==> src/rtl/decode_queue.sv <==
// decode_queue: RV32I single-instruction decoder feeding a DEPTH-entry FIFO.
// Fetch pushes raw words through a valid/ready handshake, each word is decoded
// combinationally on the way in, and issue pops fully decoded entries in order.
module decode_queue #(
    parameter int DEPTH = 4,
    parameter int CNT_W = $clog2(DEPTH + 1)
) (
    input  logic             clock,
    input  logic             reset,
    input  logic             flush,
    input  logic             in_valid,
    output logic             in_ready,
    input  logic [31:0]      in_line,
    input  logic [31:0]      in_pc,
    output logic             out_valid,
    input  logic             out_ready,
    output logic [11:0]      out_instr_type,
    output logic [5:0]       out_branch_type,
    output logic [2:0]       out_load_type,
    output logic             out_load_unsigned,
    output logic [4:0]       out_rs1,
    output logic [4:0]       out_rs2,
    output logic [4:0]       out_rd,
    output logic [31:0]      out_imm,
    output logic [31:0]      out_pc,
    output logic             out_illegal,
    output logic [CNT_W-1:0] count
);

    localparam int PTR_W = $clog2(DEPTH);

    typedef struct packed {
        logic [11:0] instr_type;
        logic [5:0]  branch_type;
        logic [2:0]  load_type;
        logic        load_unsigned;
        logic [4:0]  rs1;
        logic [4:0]  rs2;
        logic [4:0]  rd;
        logic [31:0] imm;
        logic [31:0] pc;
        logic        illegal;
    } entry_t;

    logic [6:0] opcode;
    logic [2:0] funct3;
    logic [6:0] funct7;

    assign opcode = in_line[6:0];
    assign funct3 = in_line[14:12];
    assign funct7 = in_line[31:25];

    logic raw_reg, raw_imm, raw_jal, raw_jalr, raw_branch;
    logic raw_load, raw_store, raw_lui, raw_auipc;
    logic dec_illegal;
    logic is_reg, is_imm, is_jal, is_jalr, is_branch;
    logic is_load, is_store, is_lui, is_auipc;
    logic sub_sra, write_rd, use_rs2;
    entry_t dec;

    // Classify the opcode and flag any encoding that RV32I does not define.
    always_comb begin
        raw_reg     = 1'b0;
        raw_imm     = 1'b0;
        raw_jal     = 1'b0;
        raw_jalr    = 1'b0;
        raw_branch  = 1'b0;
        raw_load    = 1'b0;
        raw_store   = 1'b0;
        raw_lui     = 1'b0;
        raw_auipc   = 1'b0;
        dec_illegal = 1'b0;
        case (opcode)
            7'b0110011: begin
                raw_reg = 1'b1;
                if (funct7 == 7'h00)
                    dec_illegal = 1'b0;
                else if (funct7 == 7'h20 && (funct3 == 3'd0 || funct3 == 3'd5))
                    dec_illegal = 1'b0;
                else
                    dec_illegal = 1'b1;
            end
            7'b0010011: begin
                raw_imm = 1'b1;
                if (funct3 == 3'd1)
                    dec_illegal = (funct7 != 7'h00);
                else if (funct3 == 3'd5)
                    dec_illegal = (funct7 != 7'h00) && (funct7 != 7'h20);
            end
            7'b1101111: raw_jal = 1'b1;
            7'b1100111: begin
                raw_jalr    = 1'b1;
                dec_illegal = (funct3 != 3'd0);
            end
            7'b1100011: begin
                raw_branch  = 1'b1;
                dec_illegal = (funct3 == 3'd2) || (funct3 == 3'd3);
            end
            7'b0000011: begin
                raw_load    = 1'b1;
                dec_illegal = (funct3 == 3'd3) || (funct3 >= 3'd6);
            end
            7'b0100011: begin
                raw_store   = 1'b1;
                dec_illegal = (funct3 > 3'd2);
            end
            7'b0110111: raw_lui = 1'b1;
            7'b0010111: raw_auipc = 1'b1;
            default:    dec_illegal = 1'b1;
        endcase
    end

    // Build the decoded entry; an illegal word keeps only its trap flag and fields.
    always_comb begin
        is_reg    = raw_reg    & ~dec_illegal;
        is_imm    = raw_imm    & ~dec_illegal;
        is_jal    = raw_jal    & ~dec_illegal;
        is_jalr   = raw_jalr   & ~dec_illegal;
        is_branch = raw_branch & ~dec_illegal;
        is_load   = raw_load   & ~dec_illegal;
        is_store  = raw_store  & ~dec_illegal;
        is_lui    = raw_lui    & ~dec_illegal;
        is_auipc  = raw_auipc  & ~dec_illegal;

        sub_sra  = (is_reg & (funct7 == 7'h20) & ((funct3 == 3'd0) | (funct3 == 3'd5)))
                 | (is_imm & (funct3 == 3'd5) & (funct7 == 7'h20));
        write_rd = ~(is_store | is_branch | dec_illegal) & (in_line[11:7] != 5'd0);
        use_rs2  = is_reg | is_branch | is_store;

        dec            = '0;
        dec.instr_type = {is_auipc, is_lui, use_rs2, write_rd, sub_sra, is_store,
                          is_load, is_branch, is_jalr, is_jal, is_imm, is_reg};
        dec.rs1        = in_line[19:15];
        dec.rs2        = in_line[24:20];
        dec.rd         = in_line[11:7];
        dec.pc         = in_pc;
        dec.illegal    = dec_illegal;

        if (is_imm | is_jalr | is_load)
            dec.imm = {{20{in_line[31]}}, in_line[31:20]};
        else if (is_store)
            dec.imm = {{20{in_line[31]}}, in_line[31:25], in_line[11:7]};
        else if (is_branch)
            dec.imm = {{19{in_line[31]}}, in_line[31], in_line[7], in_line[30:25],
                       in_line[11:8], 1'b0};
        else if (is_jal)
            dec.imm = {{11{in_line[31]}}, in_line[31], in_line[19:12], in_line[20],
                       in_line[30:21], 1'b0};
        else if (is_lui | is_auipc)
            dec.imm = {in_line[31:12], 12'h000};

        if (is_branch) begin
            case (funct3)
                3'd0:    dec.branch_type = 6'b000001;
                3'd1:    dec.branch_type = 6'b000010;
                3'd4:    dec.branch_type = 6'b000100;
                3'd5:    dec.branch_type = 6'b001000;
                3'd6:    dec.branch_type = 6'b010000;
                3'd7:    dec.branch_type = 6'b100000;
                default: dec.branch_type = 6'b000000;
            endcase
        end

        if (is_load | is_store) begin
            case (funct3[1:0])
                2'd0:    dec.load_type = 3'b001;
                2'd1:    dec.load_type = 3'b010;
                2'd2:    dec.load_type = 3'b100;
                default: dec.load_type = 3'b000;
            endcase
        end
        dec.load_unsigned = is_load & funct3[2];
    end

    entry_t             mem_q [DEPTH];
    entry_t             mem_d [DEPTH];
    logic [PTR_W-1:0]   wr_ptr_q, wr_ptr_d;
    logic [PTR_W-1:0]   rd_ptr_q, rd_ptr_d;
    logic [CNT_W-1:0]   count_q, count_d;
    logic               push, pop;
    entry_t             head;

    assign in_ready  = (count_q < CNT_W'(DEPTH)) & ~reset & ~flush;
    assign out_valid = (count_q != '0);
    assign push      = in_valid & in_ready;
    assign pop       = out_valid & out_ready;

    // Next-state for pointers, occupancy and storage; flush empties the queue.
    always_comb begin
        mem_d    = mem_q;
        wr_ptr_d = wr_ptr_q;
        rd_ptr_d = rd_ptr_q;
        count_d  = count_q;
        if (flush) begin
            wr_ptr_d = '0;
            rd_ptr_d = '0;
            count_d  = '0;
        end else begin
            if (push) begin
                mem_d[wr_ptr_q] = dec;
                wr_ptr_d        = wr_ptr_q + PTR_W'(1);
            end
            if (pop)
                rd_ptr_d = rd_ptr_q + PTR_W'(1);
            if (push && !pop)
                count_d = count_q + CNT_W'(1);
            else if (pop && !push)
                count_d = count_q - CNT_W'(1);
        end
    end

    // Control state registers with synchronous reset.
    always_ff @(posedge clock) begin
        if (reset) begin
            wr_ptr_q <= '0;
            rd_ptr_q <= '0;
            count_q  <= '0;
        end else begin
            wr_ptr_q <= wr_ptr_d;
            rd_ptr_q <= rd_ptr_d;
            count_q  <= count_d;
        end
    end

    // Entry storage needs no reset because out_valid masks stale contents.
    always_ff @(posedge clock) begin
        mem_q <= mem_d;
    end

    assign head              = mem_q[rd_ptr_q];
    assign out_instr_type    = head.instr_type;
    assign out_branch_type   = head.branch_type;
    assign out_load_type     = head.load_type;
    assign out_load_unsigned = head.load_unsigned;
    assign out_rs1           = head.rs1;
    assign out_rs2           = head.rs2;
    assign out_rd            = head.rd;
    assign out_imm           = head.imm;
    assign out_pc            = head.pc;
    assign out_illegal       = head.illegal;
    assign count             = count_q;

endmodule

==> config.mk <==
export PLATFORM = sky130hd
export DESIGN_NAME = decode_queue
export DESIGN_NICKNAME = d
export VERILOG_FILES = /design/src/rtl/decode_queue.sv
export SDC_FILE = /design/constraint.sdc
export NUM_CORES = 1
export LEC_CHECK = 0
export CAP_MARGIN = 5
export CORE_MARGIN = 1
export CORE_UTILIZATION = 30
export DETAILED_ROUTE_END_ITERATION = 6
export HOLD_SLACK_MARGIN = 0.02
export PLACE_DENSITY = 0.44
export SLEW_MARGIN = 20
export SYNTH_ARGS = -nofsm -noshare
export SYNTH_HDL_FRONTEND = slang
export SYNTH_SLANG_ARGS = --single-unit
==> constraint.sdc <==
create_clock -name clock -period 5.7 [get_ports clock]
set_input_delay 1.14 -clock clock [delete_from_list [all_inputs] [get_ports clock]]
set_output_delay 1.14 -clock clock [all_outputs]
set_load 0.03 [all_outputs]
# After elaboration in Yosys (flattened, before gate mapping)
# Cells that the tools add are included.
# Widths: inputs -> output; s select.
[totals] register_bits=415 inputBits=69 output_inout_bits=107
[op_classes] mux=31 eq_ne=20 magnitude_cmp=6 bitwise_logic=35 reduce_logical=21 addsub=4
[ops] operator="$bwmux 408" count=1
[ops] operator="$mux 102" count=3
[ops] operator="$bmux 102 s2" count=1
[ops] operator="$demux 102 s2" count=1
[ops] operator="$mux 32" count=5
[ops] operator="$pmux 6 s6" count=1
[ops] operator="$eq 7x6->1 const B" count=4
[ops] operator="$eq 7x7->1 const B" count=3
[ops] operator="$and 1x1->1" count=19
[ops] operator="$eq 7x5->1 const B" count=2
[ops] operator="$mux 1" count=13
[ops] operator="$eq 3x3->1 const B" count=4
[ops] operator="$or 1x1->1" count=10
[ops] operator="$ge 3x3->1 const B" count=3
[ops] operator="$mux 3" count=3
[ops] operator="$pmux 3 s3" count=1
[ops] operator="$eq 7x2->1 const B" count=1
[ops] operator="$logic_not 7->1" count=1
[ops] operator="$ne 7x6->1 const B" count=1
[ops] operator="$pmux 1 s7" count=1
[ops] operator="$reduce_bool 7->1" count=1
[ops] operator="$eq 3x2->1 const B" count=2
[ops] operator="$mux 6" count=1
[ops] operator="$not 2->3" count=2
[ops] operator="other kinds (21)" count=33

# Depth between registers and ports, before layout
# Gate-level depths: netlist (run 1).
[depth] word_depth=15 ltp_mapped=11 depth_no_buf=9

# Least setup slack after synthesis (run 1)
# OpenSTA, ideal clock, no wires.
[synth_path] path_kind="in2reg" startpoint="in flush" endpoint="reg mem_q[0] (netlist name), enable pin" path_slack_ns=0.580 t_arrival_ns=4.647 path_stages=4 setup_ns=0.473 t_required_ns=5.227 path_cell_list="or2_2 > clkbuf_1 > nor2_1 > and3_1"
[synth_between] elab_chain_cells=4
[synth_rtl] element="start: declaration" line_no="10" text="input logic flush,"
[synth_rtl] element="$not 1->1 (no source line)"
[synth_rtl] element="$and 1x1->1" line_no="183" text="assign in_ready = (count_q < CNT_W'(DEPTH)) & ~reset & ~flush;"
[synth_rtl] element="named net in_ready" line_no="12" text="output logic in_ready,"
[synth_rtl] element="$and 1x1->1" line_no="185" text="assign push = in_valid & in_ready;"
[synth_rtl] element="$reduce_and 2->1 (no source line)"
[synth_rtl] element="end signal: assignment" line_no="227" text="mem_q <= mem_d;"
[synth_rtl] element="end: declaration" line_no="175" text="entry_t mem_q [DEPTH];"
# The timed path passes the listed nets, and every way through them passes these cells.
# A chain may end at the register's enable or synchronous reset.

# Final worst setup path (run 1)
[layout_path] startpoint="reg rd_ptr_q[1]" endpoint="out out_imm[4]"
[layout_between] elab_chain_cells=4
[layout_rtl] element="start: declaration" line_no="178" text="logic [PTR_W-1:0] rd_ptr_q, rd_ptr_d;"
[layout_rtl] element="start signal: assignment" line_no="220" text="rd_ptr_q <= rd_ptr_d;"
[layout_rtl] element="$not 2->3 (not written as such)" line_no="230" text="assign head = mem_q[rd_ptr_q];"
[layout_rtl] element="$bmux 102 s2" line_no="230"
[layout_rtl] element="$mux 102 (not written as such) (2 in a row)" line_no="230"
[layout_rtl] element="end: declaration" line_no="24" text="output logic [31:0] out_imm,"
# No other way between the ends. The select of a mux whose other input is x is not followed.

==> results of run 1 <==
==> worst min-delay path by stage <==
stage                            from          end  cells after the start
after floorplan           wr_ptr_q[1]  wr_ptr_q[1]                      2
after global placement       count[2]     count[2]                      2
after detailed placement     count[2]     count[2]                      2
after CTS                    count[2]     count[2]                      2
after global routing         count[2]     count[2]                      2
final                        count[2]     count[2]                      2
==> critical path, stage by stage, from the launching register on <==
cell,delay (ns)
dfxtp_4,0.92
buf_4,0.41
mux4_2,0.35
clkdlybuf4s50_1,0.70
==> sequential cells by signal, indices dropped and copies added (netlist names) <==
name / cells
wr_ptr_q: 2
mem_q: 408
rd_ptr_q: 2
count: 3
==> synthesized netlist by cell type, types with 2 or more instances <==
master and number:
edfxtp_1 408, buf_6 2, o21ai_0 14, nor2b_1 7
a21oi_1 5, a22o_1 4, a21o_1 8, or2_2 3
o31ai_1 2, nor2_1 24, o31a_1 2, xor2_1 4
buf_1 5, nor3_1 7, o41ai_1 2, buf_2 11
and3_1 5, ha_1 5, nor4_1 6, nand3_1 7
or3_1 3, dfxtp_1 7, nand2b_1 2, buf_4 2
xnor2_1 2, nand2_1 25, or4_1 2, mux4_2 102
inv_1 7, clkbuf_1 16
==> power by group through the flow <==
stage               clock network (mW)  logic [mW]  registers (mW)
detailed placement                   0       0.406            3.44
floorplan                            0       0.208            3.44
global route                      2.87       0.426            3.38
finish                            2.67       0.399            3.38
CTS                               2.77       0.408            3.38
global placement                     0       0.405            3.44
==> final cells by class <==
| cell class | count | area share (%) |
|---|---|---|
| multi-input combinational | 266 | 16.9 |
| inverter | 7 | 0.132 |
| timing repair buffer | 190 | 9.72 |
| sequential | 415 | 62.2 |
| clock buffer | 54 | 5.81 |
| tap | 688 | 4.32 |
| clock inverter | 29 | 0.960 |
==> cells by family after synthesis <==
| kind of cell | count (synthesis) | share of synthesized area [%] |
|---|---|---|
| fa+ha+maj | 6 | 0.518 |
| mux | 103 | 14.5 |
| buf+inv | 43 | 1.24 |
| flops | 415 | 77.7 |
| simple gates | 102 | 3.38 |
| compound gates | 49 | 2.32 |
| xor+xnor | 6 | 0.330 |
==> layer usage <==
layer  track usage (%)  vias to the layer above
li1                  -                     3440
met1              18.5                     4081
met4              4.23                        4
met3              3.71                       56
met2              22.3                      182
met5                 0                        -
==> through the flow <==
step / instance area, um2 / hold slack [ns] / setup WS, ns / cells / total power, mW
3_5_place_dp: 18600 / 0.520 / 1.28 / 1566 / 3.85
6_report: 19900 / 0.527 / 1.56 / 1649 / 6.45
4_1_cts: 19900 / 0.530 / 1.45 / 1649 / 6.56
5_1_grt: 19900 / 0.567 / 1.39 / 1649 / 6.68
3_3_place_gp: 18600 / 0.526 / 1.31 / 1566 / 3.85
2_1_floorplan: 15900 / 0.508 / 0.580 / 724 / 3.65
==> summary.txt, run 1 <==
Finish
  • Commonest non-fill, non-tap cells in the layout: edfxtp_1 (408), clkdlybuf4s50_1 (175), mux4_2 (102)
  • # nets final: 1000
  • Share of layout cells above drive strength 1: between 20 and 25%
  • Area Growth Syn to Fin: 25.1%
  • Antenna cells: 0
  • FILL cells: between 4000 and 5000
  • Footprint of the multi-input gates: between 0.003 and 0.004 mm2
  • Reg area: 0.0124 mm2
  • Most common cell after layout, fill and taps aside: edfxtp_1
  • Fin util: 38.0%

Place
  • I/O Buffers: 175
  • Half-perimeter wire length after placement: 22.8 mm
  • Placer Congestion: roughly 0.73

Setup path
  • Critical path launch point type: flop
  • R2R depth: 8
  • R2R Path End: count[2]
  • CP Capture Point: out_imm[4]
  • Worst path required time: approximately 4.6 ns
  • Arr. time, crit path: roughly 3 ns
  • CP Max Fanout: 50
  • Flop-to-flop setup slack: ~3.5 ns
  • CP endpoint kind: output port
  • Critical path class: flop to output port
  • Critical Path Source: rd_ptr_q[1]
  • RR Startpoint: count[2]

Routing
  • First-pass DRT Iterations: 6
  • DRT iter0 DRCs: 393
  • Final wirelength: ~37 mm
  • Vias per inst: 4.71
  • Met3 WL: approximately 2.3 mm
  • # DRC: 0
  • Top Layer Used: met5
  • DR WL/cell: ~23 um
  • Metal2 WL: about 18 mm
  • Routed via count: between 7000 and 8000
  • Metal-1 WL: between 15 and 20 mm
  • ANT nets after route: 0

Global route
  • Gr ovfl total: 0
  • First-pass GRT wire length: 54.8 mm
  • Vias in the first global route: ~8300
  • Tot GR Track Use: 13.9%
  • Antenna violations before repair: 2
  • Largest net degree at the start of global routing: 84

Timing
  • Final setup viols: 0
  • Final Max Slew Viols: 0
  • Clock period minus worst slack: around 4.1 ns
  • RSZ-0062 raised after global routing: no
  • Slew headroom: between 30% and 40%
  • Final Hold Vio Count: 0
  • Worst slew pin tran: about 0.94 ns
  • Fmax: 242 MHz
  • Sum of negative setup slack: 0 ns
  • Skew final: roughly 0.017 ns
  • Crit share post-route: around 73%

Yosys
  • Synth warn: 0
  • Share of the synthesized area in the top cell type: approximately 77%
  • Top post-synthesis cells by area: edfxtp_1 (77%), mux4_2 (14%), dfxtp_1 (0.88%)
  • Post-synthesis sequential area ratio: around 78%
  • Number of synthesized flops with an enable pin: ~410
  • Syn_nets: about 800
  • Mapped Area: ~0.016 mm2
  • Synth cell types: 55
  • Post-synthesis async set-or-reset flop share: 0%
  • Avg Inst Size Synth: ~22 um2
  • Register bit count reported by yosys: around 420
  • Yosys top cell by area: edfxtp_1
  • Primary FF master, synth: edfxtp_1
  • Gate Count Post-Synth: 724

Pwr
  • Int Pwr: between 5 and 6 mW
  • Maximum VDD drop: ~0.20 mV
  • Sw frac: between 20 and 25%
  • Clock power share: approximately two fifths
  • Power per cell area: roughly 320 mW/mm2
  • Leakage: 5.99 nW
  • Sw power: 1.41 mW
  • Comb pwr share: roughly 6.2%
  • Flop pwr share: a little over half

Clocking
  • CTS sink count: 415
  • Root Driver: clkbuf_16
  • CTS tree: yes
  • Worst-Skew Late Latency: slightly below 0.6 ns
  • CTS Hold Buffers Added: 0
  • Htree depth: 2
  • PostCTS Resize Cnt: 0
  • Number of setup buffers added after CTS: 0
  • Total CTS buffers: 45
  • Max Root-Sink Buffers: 3
  • CTS clk-pin slew, worst paths: around 0.06 ns

Floorplanning
  • Core Footprint: between 0.05 and 0.06 mm2
  • Die area: approximately 0.054 mm2
  • # IOs: between 150 and 200
  • Standard-cell rows: between 80 and 90
  • Starting Density: between 30% and 40%
  • Die height: roughly 230 um
  • Die width: 233 um

Job
  • Max-Cap Viols: 0

Hold path
  • Hold Path Class: flop to flop

Run status
  • Status: complete, no violations
Note: power is estimated with default switching activity, not from simulation.
==> run 2, diff against run 1 <==
- PLACE_DENSITY: 0.44 -> 0.46
- clock period: 5.7 -> 3.6 ns (I/O delays scaled with it)
==> run 2 against run 1 <==
Compared with the run above: power is 62% higher; routed wire length shrank 0.58%; non-clock buffer count rose by 20; sequential share of layout area decreased by 0.95 points; clock skew decreased by 0.0078 ns; cell count up 1.1%; core utilization is 0.59 points higher; clock-buffer cell count increased by 3; sequential power increased by 58%; largest cell class unchanged.
==> summary.txt, run 2 (synthesis gave the netlist of run 1 again) <==
Run status
  • Status: complete, no violations (unchanged)

Setup path
  • Arr. time, crit path: 2.72 ns (was 3.00 ns)
  • Critical path class: flop to output port (unchanged)
  • CP Max Fanout: 15 (was 50)
  • Critical path launch point type: flop (unchanged)
  • Worst path required time: 2.88 ns (was 4.56 ns)
  • CP endpoint kind: output port (unchanged)

Floorplanning
  • Die height: 233 um (unchanged)
  • Die width: 233 um (unchanged)
  • Standard-cell rows: 84 (unchanged)
  • Starting Density: 30.3% (unchanged)
  • Core Footprint: 0.0526 mm2 (unchanged)
  • # IOs: 176 (unchanged)
  • Die area: 0.0541 mm2 (unchanged)

Timing
  • Skew final: 0.00934 ns (was 0.0171 ns)
  • Fmax: roughly 290 MHz
  • Final setup viols: 0 (unchanged)
  • Worst slew pin tran: 0.774 ns (was 0.937 ns)
  • Final Max Slew Viols: 0 (unchanged)
  • RSZ-0062 raised after global routing: no (unchanged)
  • Slew headroom: 48.1% (was 37.5%)
  • Sum of negative setup slack: 0 ns (unchanged)
  • Clock period minus worst slack: about 3.4 ns
  • Crit share post-route: 95.4%
  • Final Hold Vio Count: 0 (unchanged)

Global route
  • Vias in the first global route: 8420 (was 8299)
  • First-pass GRT wire length: 55.4 mm (was 54.8 mm)
  • Largest net degree at the start of global routing: 51 (was 84)
  • Antenna violations before repair: 2 (unchanged)
  • Gr ovfl total: 0 (unchanged)
  • Tot GR Track Use: 14.0% (was 13.9%)

Finish
  • Top reg by flops: mem_q (unchanged)
  • Finished Cell Area: 0.0203 mm2 (was 0.0199 mm2)
  • Antenna cells: 0 (unchanged)
  • Max reg flops: 408 (unchanged)
  • Commonest non-fill, non-tap cells in the layout: edfxtp_1 (408), clkdlybuf4s50_1 (175), mux4_2 (102) (unchanged)
  • Most common cell after layout, fill and taps aside: edfxtp_1 (unchanged)
  • Area Growth Syn to Fin: 27.1% (was 25.1%)
  • # nets final: 1020 (was 1000)
  • Non-Filler Instances: 1667 (was 1649)
  • Share of layout cells above drive strength 1: 21.9% (was 20.4%)

Job
  • Max-Cap Viols: 0 (unchanged)

Clocking
  • Worst-Skew Late Latency: 0.59 ns (was 0.58 ns)
  • Total CTS buffers: 45 (unchanged)
  • Root Driver: clkbuf_16 (unchanged)
  • CTS sink count: 415 (unchanged)
  • CTS clk-pin slew, worst paths: 0.06 ns (about the same)
  • CTS tree: yes (unchanged)
  • Number of setup buffers added after CTS: 0 (unchanged)
  • CTS Hold Buffers Added: 0 (unchanged)
  • Htree depth: 2 (unchanged)
  • Max Root-Sink Buffers: 3 (unchanged)

Routing
  • # DRC: 0 (unchanged)
  • Routed via count: 7862 (was 7763)
  • Vias per inst: 4.72 (was 4.71)
  • DRT iter0 DRCs: 445 (was 393)
  • ANT nets after route: 0 (unchanged)
  • DR WL/cell: 22.3 um (was 22.6 um)
  • Final wirelength: 37.1 mm (was 37.3 mm)
  • First-pass DRT Iterations: 4 (was 6)

Place
  • Half-perimeter wire length after placement: 23.2 mm (was 22.8 mm)
  • Inst Count DP: 1586 (was 1566)
  • Placer Congestion: 0.742 (was 0.729)
  • I/O Buffers: 175 (unchanged)
  • Area after DPL: 0.0188 mm2 (was 0.0186 mm2)

Pwr
  • Maximum VDD drop: 0.383 mV (was 0.197 mV)
  • Power per cell area: 516 mW/mm2 (was 323 mW/mm2)
  • Design Power: 10.5 mW (was 6.45 mW)
  • Leakage: 6.15 nW (was 5.99 nW)

Hold path
  • Hold Path Class: flop to flop (unchanged)
==> run 2: cell type report <==
type	count	area (um2)
Fill cell	4811	32300
Sequential cell	415	12400
Multi-Input combinational cell	266	3370
Timing Repair Buffer	210	2190
Clock buffer	57	1170
Tap cell	688	861
Clock inverter	24	235
Inverter	7	26.3
==> run 2: final timing paths <==
| kind | start | to | slack [ns] | depth (start not counted) |
|---|---|---|---|---|
| worst max-delay path | rd_ptr_q[0] | out_load_type[1] | 0.16 | 3 |
| worst min-delay path | count[2] | count[2] | 0.52 | 2 |
| worst max register to register | count[0] | count[2] | 1.41 | 8 |
| worst min register to register | count[2] | count[2] | 0.52 | 2 |
==> run 2: critical path: stages, from the launching register on <==
cell	delay (ns)
dfxtp_4	0.51
buf_4	0.38
mux4_2	0.58
clkdlybuf4s50_1	0.64
==> run 2: power breakdown <==
group,internal (mW),switching [mW]
Sequential,5.33,0.0149
Combinational,0.292,0.352
Clock,2.54,1.92
Total,8.16,2.29
==> run 2: stage by stage <==
stage	setup slack (ns)	utilization [%]	hold WS, ns
final	0.164	38.6	0.516
after CTS	0.0407	38.6	0.518
after detailed placement	0.139	35.9	0.507
after floorplan	0.0490	-	0.508
after global placement	0.252	35.9	0.503
after global routing	0.00984	38.6	0.582
==> run 2: routing by layer <==
metal	part of all wire (%)	global-route usage [%]	vias up
met3	7.5	4.20	78
met5	0.084	0	-
met4	2.5	4.86	4
met1	43	18.0	4095
met2	47	22.5	201
li1	-	-	3484
==> run 2: repair_timing <==
item,CTS,global route
endpoints found under the setup margin,1,0
gates resized for setup,1,0
endpoints found under the hold margin,0,0
